$ cat config.mk
export PLATFORM = sky130hd
export DESIGN_NAME = screen_ram_arbiter
export DESIGN_NICKNAME = d
export VERILOG_FILES = /design/src/rtl/text_mode_pkg.sv /design/src/rtl/text_cursor.sv /design/src/rtl/screen_ram_arbiter.sv
export SDC_FILE = /design/constraint.sdc
export NUM_CORES = 1
export LEC_CHECK = 0
export BUFFER_PORTS_ARGS = -buffer_cell sky130_fd_sc_hd__buf_2
export CORE_ASPECT_RATIO = 1.5
export CORE_MARGIN = 2
export CORE_UTILIZATION = 50
export DETAILED_ROUTE_END_ITERATION = 16
export PLACE_DENSITY = 0.78
export SLEW_MARGIN = 20
export SYNTH_ARGS = -nofsm -noshare
export SYNTH_HDL_FRONTEND = slang
export SYNTH_SLANG_ARGS = --single-unit
$ cat constraint.sdc
create_clock -name clk -period 2.85 [get_ports clk]
set_input_delay 0.1425 -clock clk [delete_from_list [all_inputs] [get_ports clk]]
set_output_delay 0.1425 -clock clk [all_outputs]
set_load 0.01 [all_outputs]
$ cat src/rtl/text_mode_pkg.sv
// Shared constants, control codes and state encoding for the text-mode screen path.
package text_mode_pkg;

    localparam int unsigned COLS     = 80;
    localparam int unsigned ROWS     = 25;
    localparam int unsigned COL_BITS = 7;
    localparam int unsigned ROW_BITS = 5;

    localparam logic [7:0] FILL_CHAR   = 8'h20;
    localparam logic [7:0] CH_CR       = 8'h0D;
    localparam logic [7:0] CH_LF       = 8'h0A;
    localparam logic [7:0] CH_BS       = 8'h08;
    localparam logic [7:0] CH_PRINT_LO = 8'h20;
    localparam logic [7:0] CH_PRINT_HI = 8'h7E;

    typedef enum logic [1:0] {
        IDLE,
        PEND,
        CLEAR
    } arb_state_t;

    // Printable ASCII range that the writer stores into screen RAM.
    function automatic logic is_printable(input logic [7:0] c);
        return (c >= CH_PRINT_LO) && (c <= CH_PRINT_HI);
    endfunction

endpackage

$ cat src/rtl/text_cursor.sv
// Column/row position register with terminal-style advance, CR, LF, BS and home commands.
// Commands are mutually prioritised: home > advance > cr > lf > bs.
module text_cursor #(
    parameter int unsigned COLS     = 80,
    parameter int unsigned ROWS     = 25,
    parameter int unsigned COL_BITS = 7,
    parameter int unsigned ROW_BITS = 5
) (
    input  logic                clk,
    input  logic                rst,
    input  logic                home,
    input  logic                advance,
    input  logic                cr,
    input  logic                lf,
    input  logic                bs,
    output logic [COL_BITS-1:0] x,
    output logic [ROW_BITS-1:0] y,
    output logic                at_last
);

    localparam logic [COL_BITS-1:0] X_MAX = COL_BITS'(COLS - 1);
    localparam logic [ROW_BITS-1:0] Y_MAX = ROW_BITS'(ROWS - 1);

    logic [ROW_BITS-1:0] y_next_row;

    // Row increment shared by advance and LF; the last row wraps to 0 (no scrolling).
    always_comb begin
        y_next_row = (y == Y_MAX) ? '0 : y + ROW_BITS'(1);
    end

    assign at_last = (x == X_MAX) && (y == Y_MAX);

    // Position update for the highest-priority command asserted this cycle.
    always_ff @(posedge clk or posedge rst) begin
        if (rst) begin
            x <= '0;
            y <= '0;
        end else if (home) begin
            x <= '0;
            y <= '0;
        end else if (advance) begin
            if (x == X_MAX) begin
                x <= '0;
                y <= y_next_row;
            end else begin
                x <= x + COL_BITS'(1);
            end
        end else if (cr) begin
            x <= '0;
        end else if (lf) begin
            y <= y_next_row;
        end else if (bs) begin
            if (x != '0) begin
                x <= x - COL_BITS'(1);
            end
        end
    end

endmodule

$ cat src/rtl/screen_ram_arbiter.sv
// Owner of the single-port screen RAM: video fetch reads take absolute priority,
// a terminal-style character writer and a full-screen clear sequencer use idle cycles.
module screen_ram_arbiter
    import text_mode_pkg::*;
#(
    parameter int unsigned COLS      = text_mode_pkg::COLS,
    parameter int unsigned ROWS      = text_mode_pkg::ROWS,
    parameter int unsigned COL_BITS  = text_mode_pkg::COL_BITS,
    parameter int unsigned ROW_BITS  = text_mode_pkg::ROW_BITS,
    parameter logic [7:0]  FILL_CHAR = text_mode_pkg::FILL_CHAR
) (
    input  logic                         clk,
    input  logic                         rst,
    input  logic                         vid_req,
    input  logic [ROW_BITS+COL_BITS-1:0] vid_addr,
    output logic                         vid_valid,
    output logic [7:0]                   vid_data,
    input  logic                         wr_valid,
    output logic                         wr_ready,
    input  logic [7:0]                   wr_char,
    input  logic                         clr_req,
    output logic                         busy,
    output logic [COL_BITS-1:0]          cursor_x,
    output logic [ROW_BITS-1:0]          cursor_y,
    output logic [ROW_BITS+COL_BITS-1:0] ram_address,
    output logic [7:0]                   ram_data,
    output logic                         ram_wren,
    input  logic [7:0]                   ram_q
);

    arb_state_t          state;
    logic [7:0]          pend_char;
    logic [COL_BITS-1:0] clr_x;
    logic [ROW_BITS-1:0] clr_y;
    logic                clr_last;
    logic                cur_last;

    logic accept;
    logic start_clear;
    logic pend_write;
    logic clr_write;
    logic clr_done;

    assign wr_ready    = ~rst && (state == IDLE) && ~clr_req;
    assign accept      = wr_valid && wr_ready;
    assign start_clear = (state == IDLE) && clr_req;
    assign pend_write  = (state == PEND) && ~vid_req;
    assign clr_write   = (state == CLEAR) && ~vid_req;
    assign clr_done    = clr_write && clr_last;
    assign busy        = (state != IDLE);
    assign vid_data    = ram_q;

    text_cursor #(
        .COLS    (COLS),
        .ROWS    (ROWS),
        .COL_BITS(COL_BITS),
        .ROW_BITS(ROW_BITS)
    ) u_cursor (
        .clk    (clk),
        .rst    (rst),
        .home   (clr_done),
        .advance(pend_write),
        .cr     (accept && (wr_char == CH_CR)),
        .lf     (accept && (wr_char == CH_LF)),
        .bs     (accept && (wr_char == CH_BS)),
        .x      (cursor_x),
        .y      (cursor_y),
        .at_last(cur_last)
    );

    // The clear sweep walks the screen with the same advance rule as the cursor;
    // its final advance wraps back to (0,0) on its own.
    text_cursor #(
        .COLS    (COLS),
        .ROWS    (ROWS),
        .COL_BITS(COL_BITS),
        .ROW_BITS(ROW_BITS)
    ) u_clear_ctr (
        .clk    (clk),
        .rst    (rst),
        .home   (start_clear),
        .advance(clr_write),
        .cr     (1'b0),
        .lf     (1'b0),
        .bs     (1'b0),
        .x      (clr_x),
        .y      (clr_y),
        .at_last(clr_last)
    );

    // Writer / clear sequencer state; control codes complete in IDLE without a RAM cycle.
    always_ff @(posedge clk or posedge rst) begin
        if (rst) begin
            state     <= IDLE;
            pend_char <= '0;
        end else begin
            unique case (state)
                IDLE: begin
                    if (clr_req) begin
                        state <= CLEAR;
                    end else if (accept && is_printable(wr_char)) begin
                        pend_char <= wr_char;
                        state     <= PEND;
                    end
                end
                PEND: begin
                    if (!vid_req) begin
                        state <= IDLE;
                    end
                end
                CLEAR: begin
                    if (clr_done) begin
                        state <= IDLE;
                    end
                end
                default: state <= IDLE;
            endcase
        end
    end

    // Video read data returns a fixed one cycle after the request.
    always_ff @(posedge clk or posedge rst) begin
        if (rst) begin
            vid_valid <= 1'b0;
        end else begin
            vid_valid <= vid_req;
        end
    end

    // RAM port mux: video first, then the pending character, then the clear sweep.
    always_comb begin
        ram_address = '0;
        ram_data    = '0;
        ram_wren    = 1'b0;
        if (vid_req) begin
            ram_address = vid_addr;
        end else if (state == PEND) begin
            ram_address = {cursor_y, cursor_x};
            ram_data    = pend_char;
            ram_wren    = 1'b1;
        end else if (state == CLEAR) begin
            ram_address = {clr_y, clr_x};
            ram_data    = FILL_CHAR;
            ram_wren    = 1'b1;
        end
    end

    logic unused_ok;
    assign unused_ok = cur_last;

endmodule

Word level (Yosys, flattened, before mapping)
Cells that the tools add are included.

storage, ports and cells
  bits in registers = 35
  input bits = 33
  output and inout port bits = 44
  logic and storage cells = 92

operators by class
  add/sub/neg operators = 5
  $lt $le $gt $ge = 2
  equality and inequality tests = 15
  multiplexer cells = 34
  bitwise logic cells = 3
  reductions and logical operators = 26

operators with widths
  cell                                                                number
  two-way mux 7 bit                                                   10
  two-way mux 5 bit                                                   10
  two-way mux 12 bit                                                  3
  equality test 8 x 4 -> 1 bit (second input constant)                3
  two-way mux 8 bit                                                   2
  adder 7 x 1 -> 7 bit (second input constant)                        2
  equality test 7 bit (second input constant)                         2
  logical AND 1 bit                                                   13
  AND reduction 3 bit                                                 4
  adder 5 x 1 -> 5 bit (second input constant)                        2
  equality test 5 bit (second input constant)                         2
  greater-or-equal comparator 8 x 6 -> 1 bit (second input constant)  1
  less-or-equal comparator 8 x 7 -> 1 bit (second input constant)     1
  two-way mux 2 bit                                                   4
  nonzero test 4 bit                                                  2
  nonzero test 7 bit                                                  1
  subtractor 7 x 1 -> 7 bit (second input constant)                   1
  two-way mux 6 bit                                                   1
  case mux 2 bit (3 select lines)                                     1
  nonzero test 2 bit                                                  3
  inequality test 2 bit (second input constant)                       2
  inequality test 4 x 3 -> 1 bit (second input constant)              1
  two-way mux 1 bit                                                   3
  inequality test 3 x 1 -> 1 bit (second input constant)              1
  other kinds (8)                                                     10

Logic depth before layout (Yosys ltp)
  depth after elaboration = 10
  mapped depth = 9
  gate-level depth less buffers = 8

Hierarchy
From an unflattened synthesis, not the netlist that was laid out.

second synthesis, totals
  cell total of the unflattened synthesis = 355
  area total of the unflattened synthesis = 2817.7 um^2

modules (own cells, without submodules)
  module              times used  cells each  area each (um^2)  sequential area each (um^2)
  text_cursor         2           112         924.6             300.3
  screen_ram_arbiter  1           131         968.4             275.3

Worst setup path before layout
Ideal clock, no wire load.

  path kind = reg-to-reg
  from = reg state[0]
  to = reg state[1]
  library setup time = 0.121 ns
  arrival time = 2.133 ns
  data required time = 2.729 ns
  path slack = 0.596 ns
  stages on the path, launching flop included = 10
  path buffers = 1
  period minus slack after synthesis = 2.254 ns
  cells stage by stage = dfrtp_1 -> inv_1 -> ha_1 -> nand2b_1 -> or2_1 -> clkbuf_1 -> or3_1 -> a22oi_2 -> o21ai_0 -> a22o_1

on the way
  longest elaborated chain between the ends = 7
  elaborated cells on any way between the ends = 14
  classes of those cells = 5 x eq/ne; 1 x mux; 8 x reduce/logical

RTL lines
  item                                      line                                                RTL
  start, declared                           screen_ram_arbiter.sv:31                            arb_state_t state;
  start signal, assigned                    screen_ram_arbiter.sv:94                            state <= IDLE;
  start signal, assigned                    screen_ram_arbiter.sv:100                           state <= CLEAR;
  start signal, assigned                    screen_ram_arbiter.sv:103                           state <= PEND;
  logical NOT 2 bit                         screen_ram_arbiter.sv:44, screen_ram_arbiter.sv:97
  logical AND 1 bit (2 in series)           screen_ram_arbiter.sv:44                            assign wr_ready = ~rst && (state == IDLE) && ~clr_req;
  logical AND 1 bit                         screen_ram_arbiter.sv:45                            assign accept = wr_valid && wr_ready;
  logical AND 1 bit                         screen_ram_arbiter.sv:101                           end else if (accept && is_printable(wr_char)) begin
  inequality test 3 x 2 -> 1 bit (no line)  n/a
  AND reduction 3 bit (no line)             n/a

Several ways; a longest one is shown, not always the timed one.
A chain may end at the register's enable or synchronous reset.

Worst setup path in the final report
  from = reg state[1]
  to = reg pend_char[3]

on the way
  longest elaborated chain between the ends = 6

RTL lines
  item                             line                                                RTL
  logical NOT 2 bit *              screen_ram_arbiter.sv:44, screen_ram_arbiter.sv:97
  logical AND 1 bit (2 in series)  screen_ram_arbiter.sv:44
  logical AND 1 bit                screen_ram_arbiter.sv:45
  logical AND 1 bit                screen_ram_arbiter.sv:101
  AND reduction 3 bit (no line) *  n/a
  end signal, assigned             screen_ram_arbiter.sv:102                           pend_char <= wr_char;
  end, declared                    screen_ram_arbiter.sv:32                            logic [7:0] pend_char;

Every way passes the cells marked *; elsewhere a longest branch is shown, timed or not.

==> summary.txt <==
Placement
  • Post-DP HPWL: 4640 um
  • Pre-CTS WS: around 0.54 ns
  • Routability cong.: 0.945
  • # port buffers: 60

Timing
  • Period utilisation layout: 84.0%
  • Slew margin rel.: 45.3%
  • Final Max Slew Viols: 0
  • Slew of the pin with the lowest slew margin: 0.819 ns
  • Final Critical Period: ~2.4 ns
  • Hold Fails Final Rpt: 0
  • Max Fclk: ~420 MHz
  • Setup TNS: 0 ns
  • RSZ-0062 raised after global routing: no
  • Slack of the critical path: 0.455 ns
  • Skew final: around 0.0025 ns
  • Final setup viols: 0

GRT
  • Largest net degree at the start of global routing: 33
  • First-pass GRT wire length: 9760 um
  • Initial antenna violation count: 0
  • GRT overflow: 0
  • Total GRT Usage: 22.6%
  • Vias in the first global route: 2267

Detailed routing
  • Remaining DRCs: 0
  • Vias: 2444
  • Vias per cell: 5.67
  • Pre-antenna DRT Iters: 4
  • Wire per inst: 13.8 um
  • First DRT Iteration DRCs: 127
  • DRT antenna net count: 0
  • Final Routed Wirelength: 5940 um

Worst setup path
  • Worst setup path start: state[1]
  • Worst-case reg-to-reg path depth: 7
  • Critical Path End Type: flop
  • Worst reg2reg startpoint: state[1]
  • WP data arrival: 2.56 ns
  • Crit Path Category: flop to flop
  • Highest net fanout along the worst path: 6
  • Worst endpoint required time: around 3 ns
  • Setup crit start kind: flop

Floorplan
  • Core ar.: 4810 um^2
  • Die width: 61.6 um
  • Core Rows: 31
  • Die Ht: 90.5 um
  • Die area: 5570 um^2
  • Starting Density: 51.8%
  • Num ports: 77

Pwr
  • Cell Pwr Density: just under 600 nW/um^2
  • Worst VDD drop: 285 uV
  • Overall power: 1.70 mW
  • Static leakage: approximately 1.4 nW

Yosys
  • Synth Net Count: about 350
  • Cell taking the most area after synthesis: dfrtp_1
  • Netlist cell types: 50
  • Seq cells post-synth: 35
  • Largest cells by area after synthesis: dfrtp_1, o21ai_0, nand2_1
  • Post-synth top flop: dfrtp_1
  • Synth Cell Area: approximately 2500 um^2
  • Mapped Cells: 310
  • EDFF count, synth: 0
  • Ys Warns: 0
  • Syn Area/Cell: 8.04 um^2
  • Sequential share of the synthesized area: 35.2%
  • FFs w/ async S/R, synth: 100%
  • Post-synth top area share: 35.2%

Clocking
  • Post-CTS resize count: 0
  • Sink Count: 35
  • Num CTS Buffers: 5
  • CTS root buf: clkbuf_8
  • Postcts setup bufs: 0
  • Clk buf depth: 2
  • Clock Pin Slew Worst Setup and Hold Paths: 0.06 ns
  • Level count of the clock H-tree: 2
  • Clk_lat worst skew: about 0.28 ns
  • # hold bufs at CTS: 0
  • CTS tree: done

Hold path
  • Min-Delay Path Class: input pin to async pin

Run
  • Max-cap viol count: 0

Cells and area
  • Sequential cell area: 876 um^2
  • Share of layout cells above drive strength 1: 24.9%
  • Final design utilization: 60.5%
  • Area occupied by multi-input gates: approximately 1500 um^2
  • Area growth, synth to finish: 16.8%
  • Final #Nets: ~410
  • N_diodes: 0
  • Fill cells: 473

Status
  • Status: complete, no violations
## path summary, 6_finish.rpt
path                                       to  slack, ns
worst max-delay path             pend_char[3]       0.46
worst min-delay path                vid_valid       0.04
worst max register to register   pend_char[3]       0.46
worst min register to register   pend_char[1]       0.50
max in group asynchronous       u_cursor.x[4]       2.11
min in group clk                 pend_char[0]       0.14
## cells by family after synthesis
logic type	Yosys count	synth area share (%)
adder cells (fa/ha/maj)	10	5.02
AO/OA/AOI/OAI	78	19.0
multiplexers	6	2.71
flip-flops	35	35.2
XOR/XNOR	3	1.05
buffers and inverters	34	6.43
AND/OR/NAND/NOR	144	30.6
## area by class of cell
class,count,area share (%)
flip-flops and latches,35,30.1
inverters,13,1.68
multi-input cells,241,50.0
well taps,66,2.84
repair buffers,70,12.9
clock buffers,6,2.49
## cell usage after synthesis, types with 3 or more instances
master,n
nor2b_1,6
nor2_1,27
mux2_2,6
nand2_1,40
clkbuf_1,10
nand2b_1,5
nand3_1,11
o31ai_1,4
nor3_1,9
a21oi_1,23
nand4_1,3
or3_1,5
and3_1,6
nor3b_1,3
dfrtp_1,35
buf_4,8
o21ai_1,3
ha_1,10
and2_1,11
inv_1,13
nand4b_1,3
o21ai_0,33
## metrics by stage
| stage | area [um^2] | cells | hold WS [ns] |
|---|---|---|---|
| final | 2910 | 431 | 0.0364 |
| after global routing | 2910 | 431 | 0.0972 |
| after CTS | 2910 | 431 | 0.0583 |
| after detailed placement | 2840 | 425 | 0.285 |
| after global placement | 2840 | 425 | 0.285 |
| after floorplan | 2490 | 310 | 0.174 |
## routing by layer
metal / wire length, um / global-route usage (%)
met3: 256 / 4.58
met1: 2380 / 26.5
met2: 3160 / 37.7
met4: 144 / 10.5
met5: 0 / 0
## power breakdown
part           switching (mW)  leakage (nW)  internal, mW
Clock                   0.159        0.0371         0.163
Combinational           0.373         0.877         0.287
Sequential              0.108         0.457         0.610
## sequential cells by signal, indices dropped and copies added, names as in the netlist
signal / count
pend_char: 8
u_cursor.y: 5
u_clear_ctr.y: 5
vid_valid: 1
u_clear_ctr.x: 7
u_cursor.x: 7
state: 2
## layout by cell type, fill, tap and decap left out, types with 10 or more instances in the layout
cell type  instances
nand2_1           40
nand3_1           11
dfrtp_1           35
ha_1              10
and2_1            11
inv_1             13
a21oi_1           23
o21ai_0           33
buf_2             60
buf_4             10
nor2_1            27
## critical path, stage by stage, from the launching register on
cell,delay (ns)
dfrtp_1,0.41
inv_1,0.10
ha_1,0.23
nor3b_2,0.31
nand3b_1,0.23
nor3_2,0.44
buf_4,0.22
mux2_2,0.33
(Power assumes the default switching activity.)
